[src/rtl/net_rx_dispatch.sv]
// Receive-side packet dispatcher: routes each packet to the local port, the forward port,
// or discards it, based on the destination device ID in its first word.
module net_rx_dispatch #(
  parameter int unsigned DATA_W = 512,
  parameter int unsigned DEV_W  = 8,
  parameter int unsigned USER_W = 8
) (
  input  logic                      clk,
  input  logic                      rst_n,
  input  logic [DEV_W-1:0]          my_device_id,
  input  logic [DEV_W-1:0]          net_size,
  input  logic                      in_valid,
  input  logic                      in_first,
  input  logic                      in_last,
  input  logic [DATA_W-1:0]         in_data,
  input  logic [DEV_W+USER_W-1:0]   in_src,
  input  logic [DEV_W+USER_W-1:0]   in_dest,
  input  logic [DEV_W+USER_W-1:0]   in_meta,
  output logic                      in_ready,
  output logic                      loc_valid,
  output logic                      loc_first,
  output logic                      loc_last,
  output logic [DATA_W-1:0]         loc_data,
  output logic [DEV_W+USER_W-1:0]   loc_src,
  output logic [DEV_W+USER_W-1:0]   loc_dest,
  output logic [DEV_W+USER_W-1:0]   loc_meta,
  input  logic                      loc_ready,
  output logic                      fwd_valid,
  output logic                      fwd_first,
  output logic                      fwd_last,
  output logic [DATA_W-1:0]         fwd_data,
  output logic [DEV_W+USER_W-1:0]   fwd_src,
  output logic [DEV_W+USER_W-1:0]   fwd_dest,
  output logic [DEV_W+USER_W-1:0]   fwd_meta,
  input  logic                      fwd_ready,
  output logic [15:0]               cnt_local,
  output logic [15:0]               cnt_fwd,
  output logic [15:0]               cnt_drop,
  output logic                      err_midpkt_first
);

  localparam int unsigned ADDR_W = DEV_W + USER_W;
  localparam int unsigned CNT_W  = 16;

  typedef enum logic [1:0] {ST_IDLE, ST_LOCAL, ST_FWD, ST_DROP} state_e;

  state_e              state_q;
  state_e              first_route;
  state_e              route;
  logic [DEV_W-1:0]    dec_dev;
  logic                loc_free;
  logic                fwd_free;
  logic                accept;
  logic                in_idle;
  logic                push_loc;
  logic                push_fwd;
  logic                loc_done;
  logic                fwd_done;
  logic                drop_done;

  logic [ADDR_W-1:0]   hdr_src_q, hdr_dest_q, hdr_meta_q;
  logic [ADDR_W-1:0]   hdr_src_d, hdr_dest_d, hdr_meta_d;

  logic                loc_valid_q, loc_first_q, loc_last_q;
  logic [DATA_W-1:0]   loc_data_q;
  logic [ADDR_W-1:0]   loc_src_q, loc_dest_q, loc_meta_q;
  logic                fwd_valid_q, fwd_first_q, fwd_last_q;
  logic [DATA_W-1:0]   fwd_data_q;
  logic [ADDR_W-1:0]   fwd_src_q, fwd_dest_q, fwd_meta_q;
  logic [CNT_W-1:0]    cnt_local_q, cnt_fwd_q, cnt_drop_q;
  logic                err_q;

  // Route decode: first word in IDLE decides, later words follow the locked state.
  always_comb begin
    dec_dev     = in_dest[ADDR_W-1:USER_W];
    first_route = ST_DROP;
    if (dec_dev == my_device_id) begin
      first_route = ST_LOCAL;
    end else if (dec_dev < net_size) begin
      first_route = ST_FWD;
    end
    in_idle = (state_q == ST_IDLE);
    route   = state_q;
    if (in_idle) begin
      route = in_first ? first_route : ST_IDLE;
    end
  end

  assign loc_free = ~loc_valid_q | loc_ready;
  assign fwd_free = ~fwd_valid_q | fwd_ready;

  always_comb begin
    in_ready = 1'b1;
    if (route == ST_LOCAL) begin
      in_ready = loc_free;
    end else if (route == ST_FWD) begin
      in_ready = fwd_free;
    end
  end

  assign accept    = in_valid & in_ready;
  assign push_loc  = accept & (route == ST_LOCAL);
  assign push_fwd  = accept & (route == ST_FWD);
  assign loc_done  = loc_valid_q & loc_ready & loc_last_q;
  assign fwd_done  = fwd_valid_q & fwd_ready & fwd_last_q;
  assign drop_done = accept & (route == ST_DROP) & in_last;

  // Header comes straight from the bus on the first word, from the capture regs afterwards.
  assign hdr_src_d  = in_idle ? in_src  : hdr_src_q;
  assign hdr_dest_d = in_idle ? in_dest : hdr_dest_q;
  assign hdr_meta_d = in_idle ? in_meta : hdr_meta_q;

  always_ff @(posedge clk) begin
    if (!rst_n) begin
      state_q     <= ST_IDLE;
      hdr_src_q   <= '0;
      hdr_dest_q  <= '0;
      hdr_meta_q  <= '0;
      loc_valid_q <= 1'b0;
      loc_first_q <= 1'b0;
      loc_last_q  <= 1'b0;
      loc_data_q  <= '0;
      loc_src_q   <= '0;
      loc_dest_q  <= '0;
      loc_meta_q  <= '0;
      fwd_valid_q <= 1'b0;
      fwd_first_q <= 1'b0;
      fwd_last_q  <= 1'b0;
      fwd_data_q  <= '0;
      fwd_src_q   <= '0;
      fwd_dest_q  <= '0;
      fwd_meta_q  <= '0;
      cnt_local_q <= '0;
      cnt_fwd_q   <= '0;
      cnt_drop_q  <= '0;
      err_q       <= 1'b0;
    end else begin
      if (accept) begin
        if (in_idle) begin
          if (in_first && !in_last) begin
            state_q <= first_route;
          end
        end else if (in_last) begin
          state_q <= ST_IDLE;
        end
      end

      if (accept && in_idle && in_first) begin
        hdr_src_q  <= in_src;
        hdr_dest_q <= in_dest;
        hdr_meta_q <= in_meta;
      end

      if (accept && !in_idle && in_first) begin
        err_q <= 1'b1;
      end

      // One-entry local register; reload while draining keeps 1 word/cycle.
      if (push_loc) begin
        loc_valid_q <= 1'b1;
        loc_first_q <= in_idle;
        loc_last_q  <= in_last;
        loc_data_q  <= in_data;
        loc_src_q   <= hdr_src_d;
        loc_dest_q  <= hdr_dest_d;
        loc_meta_q  <= hdr_meta_d;
      end else if (loc_ready) begin
        loc_valid_q <= 1'b0;
      end

      if (push_fwd) begin
        fwd_valid_q <= 1'b1;
        fwd_first_q <= in_idle;
        fwd_last_q  <= in_last;
        fwd_data_q  <= in_data;
        fwd_src_q   <= hdr_src_d;
        fwd_dest_q  <= hdr_dest_d;
        fwd_meta_q  <= hdr_meta_d;
      end else if (fwd_ready) begin
        fwd_valid_q <= 1'b0;
      end

      // Saturating packet counters.
      if (loc_done && (cnt_local_q != '1)) begin
        cnt_local_q <= cnt_local_q + CNT_W'(1);
      end
      if (fwd_done && (cnt_fwd_q != '1)) begin
        cnt_fwd_q <= cnt_fwd_q + CNT_W'(1);
      end
      if (drop_done && (cnt_drop_q != '1)) begin
        cnt_drop_q <= cnt_drop_q + CNT_W'(1);
      end
    end
  end

  assign loc_valid        = loc_valid_q;
  assign loc_first        = loc_first_q;
  assign loc_last         = loc_last_q;
  assign loc_data         = loc_data_q;
  assign loc_src          = loc_src_q;
  assign loc_dest         = loc_dest_q;
  assign loc_meta         = loc_meta_q;
  assign fwd_valid        = fwd_valid_q;
  assign fwd_first        = fwd_first_q;
  assign fwd_last         = fwd_last_q;
  assign fwd_data         = fwd_data_q;
  assign fwd_src          = fwd_src_q;
  assign fwd_dest         = fwd_dest_q;
  assign fwd_meta         = fwd_meta_q;
  assign cnt_local        = cnt_local_q;
  assign cnt_fwd          = cnt_fwd_q;
  assign cnt_drop         = cnt_drop_q;
  assign err_midpkt_first = err_q;

endmodule

[config.mk]
export PLATFORM = sky130hd
export DESIGN_NAME = net_rx_dispatch
export DESIGN_NICKNAME = d
export VERILOG_FILES = /design/src/rtl/net_rx_dispatch.sv
export SDC_FILE = /design/constraint.sdc
export NUM_CORES = 2
export LEC_CHECK = 0
export CORE_AREA = 4 4 691 693
export CTS_CLUSTER_DIAMETER = 60
export DETAILED_ROUTE_END_ITERATION = 7
export DIE_AREA = 0 0 695 697
export SYNTH_ARGS = -nofsm -noshare
export SYNTH_HDL_FRONTEND = slang
export SYNTH_SLANG_ARGS = --single-unit
[constraint.sdc]
create_clock -name clk -period 6.66 [get_ports clk]
set_clock_uncertainty 0.2 [all_clocks]
set_input_delay 1.332 -clock clk [delete_from_list [all_inputs] [get_ports clk]]
set_output_delay 1.332 -clock clk [all_outputs]
set_load 0.005 [all_outputs]
==> flow_summary_export.csv <==
group,metric,value,unit
yosys,netlist_area,45900,um^2
power,switching_share,28.0,%
clock_network,postCtsHoldBufs,0,
clock_network,clk_pin_slew,50,ps
clock_network,root_buffer,"clkbuf_16",
route,drt_first_pass_iters,6,
route,vias,45700,
final_layout,nets,7598,
route,viasPerCell,3.41,
power,leakagePower,25.3,nW
yosys,synth_edf_count,0,
clock_network,cts-htree-levels,4,
yosys,ys_ff_latch,1225,
yosys,synthFlopType,"dfxtp_1",
yosys,async_flop_share,0,%
min_path,hold_class,"register to register",
yosys,synth_top_cell_area_share,53.4,%
clock_network,cts_buffer_depth,4,
global_routing,grt_pass1_vias,42800,
power,intPower,14.6,mW
global_routing,grt_pass1_wl,494,mm
floorplan,rows,252,
route,ant_nets,0,
timing,setup_viol,0,
timing,fin_crit_sh,86.5,%
yosys,syn-instance-count,5407,
clock_network,cts_buffers,176,
final_layout,area_growth,66.9,%
placement,dp_hpwl,343,mm
clock_network,cts_resized,0,
power,seqPwrFrac,38.4,%
clock_network,cts_tree,"yes",
route,wl,399,mm
timing,tightestPinTransition,1290,ps
yosys,syn_nets,6000,
route,drc,0,
timing,fmax,0.174,GHz
global_routing,antenna_found_initial,96,
yosys,synth_area_per_cell,8.49,um^2
global_routing,grt_use_total,15.7,%
floorplan,die_w,695,um
timing,period_needed,5760,ps
floorplan,die_h,697,um
min_path,hold_path_depth,2,
route,drt_iter0_drc,3647,
placement,globalplace.congestion,0.955,
timing,slew_headroom,13.9,%
floorplan,core,471000,um^2
critical_path,cp_max_fo,5,
power,total_power,20.3,mW
floorplan,num_io_pins,1759,
yosys,yosys-top-cells-area,"dfxtp_1, nand2_1, mux2i_1",
timing,rsz0062_at_grt,"no",
clock_network,clock_latency,880,ps
clock_network,cts_sinks,1225,
global_routing,grt_use_met2,25.9,%
critical_path,cp.arrival,4230,ps
critical_path,reg2reg_depth,7,
route,wl_per_cell,29.8,um
global_routing,grt_overflow,0,
power,p_comb_share,12.8,%
final_layout,drive_gt1_share,5.61,%
final_layout,fin_cells,13400,
power,p_sw,5.68,mW
placement,placed_cells,13100,
yosys,synth.distinct_cells,45,
critical_path,cp-start-kind,"input port",
global_routing,grt_max_degree,204,
critical_path,critical_path_class,"input port to output port",
global_routing,grtUsageMet3,9.05,%
floorplan,die-area,484000,um^2
critical_path,worst-endpoint-required,5130,ps
run,drv_cap,0,
critical_path,endpoint_kind,"output port",
yosys,synth_seq_area_share,53.4,%
global_routing,grt-busiest-layer,"met2",
timing,final-hold-violation-count,0,
global_routing,gr-usage-met1,16.3,%
power,clkPwrFrac,48.8,%
status,outcome,"finished, final reports clean",
floorplan,start_util,9.75,%
timing,final-max-slew-violation-count,0,
yosys,yosysWarnings,0,
power,power_density,265,nW/um^2
timing,hold_ws,252,ps
clock_network,post_cts_buffers,0,
yosys,yosysTopAreaCell,"dfxtp_1",
placement,io_buffers,1758,
power,ir_worst_vdd,0.193,mV
timing,fin_setup_tns,0,ps
## cell usage in the layout (no fill, tap or decap), types with 6 or more instances in the layout
| master | count |
|---|---|
| a211oi_1 | 98 |
| a21oi_1 | 586 |
| buf_12 | 30 |
| buf_4 | 65 |
| bufinv_16 | 13 |
| clkbuf_1 | 24 |
| clkbuf_16 | 177 |
| clkbuf_8 | 34 |
| clkdlybuf4s50_1 | 1744 |
| clkinv_16 | 6 |
| clkinv_2 | 22 |
| clkinvlp_4 | 6 |
| dfxtp_1 | 1225 |
| diode_2 | 17 |
| ha_1 | 10 |
| inv_1 | 19 |
| inv_6 | 21 |
| inv_8 | 9 |
| mux2i_1 | 566 |
| nand2_1 | 2128 |
| nand2b_1 | 7 |
| nand3_1 | 70 |
| nand4_1 | 13 |
| nor2_1 | 85 |
| nor3_1 | 7 |
| o21a_1 | 6 |
| o21ai_0 | 62 |
| o31ai_1 | 12 |
| or3_1 | 9 |
| or4_1 | 10 |
| xnor2_1 | 23 |
## layout make-up
| type | count | area, um^2 |
|---|---|---|
| Fill cell | 53100 | 394000 |
| Sequential cell | 1225 | 24500 |
| Multi-Input combinational cell | 3742 | 19500 |
| Timing Repair Buffer | 1840 | 18600 |
| Tap cell | 6223 | 7790 |
| Clock buffer | 235 | 4990 |
| Clock inverter | 84 | 1110 |
| Inverter | 20 | 82.6 |
| Antenna cell | 17 | 42.5 |
## kinds of logic (layout without fill, tap and decap cells)
group,Yosys count,in the layout,synth area share [%]
and+or+nand+nor,2363,2363,20.0
DFF,1225,1225,53.4
buffers and inverters,440,2179,4.19
xor gates and xnor gates,26,26,0.496
adders and majority gates,10,10,0.273
muxes,566,566,12.3
AOI/OAI and AO/OA,777,777,9.22
other,0,17,0
## worst max-delay path, stage by stage
cell	delay [ps]
clkdlybuf4s50_1	720
ha_1	310
a2111oi_0	480
o41a_1	510
nand2_1	140
o21a_1	250
clkdlybuf4s50_1	470
## routing by layer
metal	up-vias	part of all wire, %
met5	-	0.037
met4	22	4.9
met3	505	14
met2	2031	46
met1	22100	35
li1	21000	-
## sequential cells by signal (all words and copies together), names as in the netlist, 2 cells and up
signal	flops
hdr_src_q	16
loc_meta	16
loc_dest	16
cnt_local	16
loc_src	16
cnt_drop	16
hdr_meta_q	16
cnt_fwd	16
loc_data	512
fwd_src	16
hdr_dest_q	16
fwd_dest	16
fwd_data	512
fwd_meta	16
state_q	2
## through the flow
step | utilization (%) | instance area (um^2) | setup WS, ps
5_1_grt | 16.3 | 76500 | 798
4_1_cts | 16.3 | 76500 | 980
2_1_floorplan | - | 45900 | 2640
3_5_place_dp | 15.0 | 70400 | 1000
6_report | 16.3 | 76600 | 897
3_3_place_gp | 15.0 | 70400 | 829
## synthesized netlist by cell type (6+ instances only)
| cell | number |
|---|---|
| dfxtp_1 | 1225 |
| o31ai_1 | 12 |
| a21oi_1 | 586 |
| nand4_1 | 13 |
| o21ai_0 | 62 |
| nand2b_1 | 7 |
| or3_1 | 9 |
| nand2_1 | 2128 |
| nand3_1 | 70 |
| o21a_1 | 6 |
| nor3_1 | 7 |
| ha_1 | 10 |
| buf_6 | 12 |
| or4_1 | 10 |
| inv_1 | 20 |
| buf_2 | 125 |
| mux2i_1 | 566 |
| nor2_1 | 86 |
| buf_4 | 6 |
| clkbuf_1 | 273 |
| xnor2_1 | 23 |
| a211oi_1 | 98 |
## power groups by stage
stage | Combinational (mW) | Sequential (mW) | Clock [mW]
floorplan | 0.835 | 7.96 | 0
global placement | 2.63 | 7.95 | 0
detailed placement | 2.63 | 7.95 | 0
CTS | 2.64 | 7.80 | 10.2
global route | 2.75 | 7.83 | 10.5
finish | 2.60 | 7.80 | 9.91
## path summary, 6_finish.rpt
| path | start | end | slack, ps |
|---|---|---|---|
| worst max-delay path | in_dest[9] | in_ready | 900 |
| worst min-delay path | loc_data[21] | loc_data[21] | 250 |
| worst max register to register | state_q[1] | cnt_drop[15] | 3020 |
| worst min register to register | loc_data[21] | loc_data[21] | 250 |
Power figures use the tool's default switching activity.
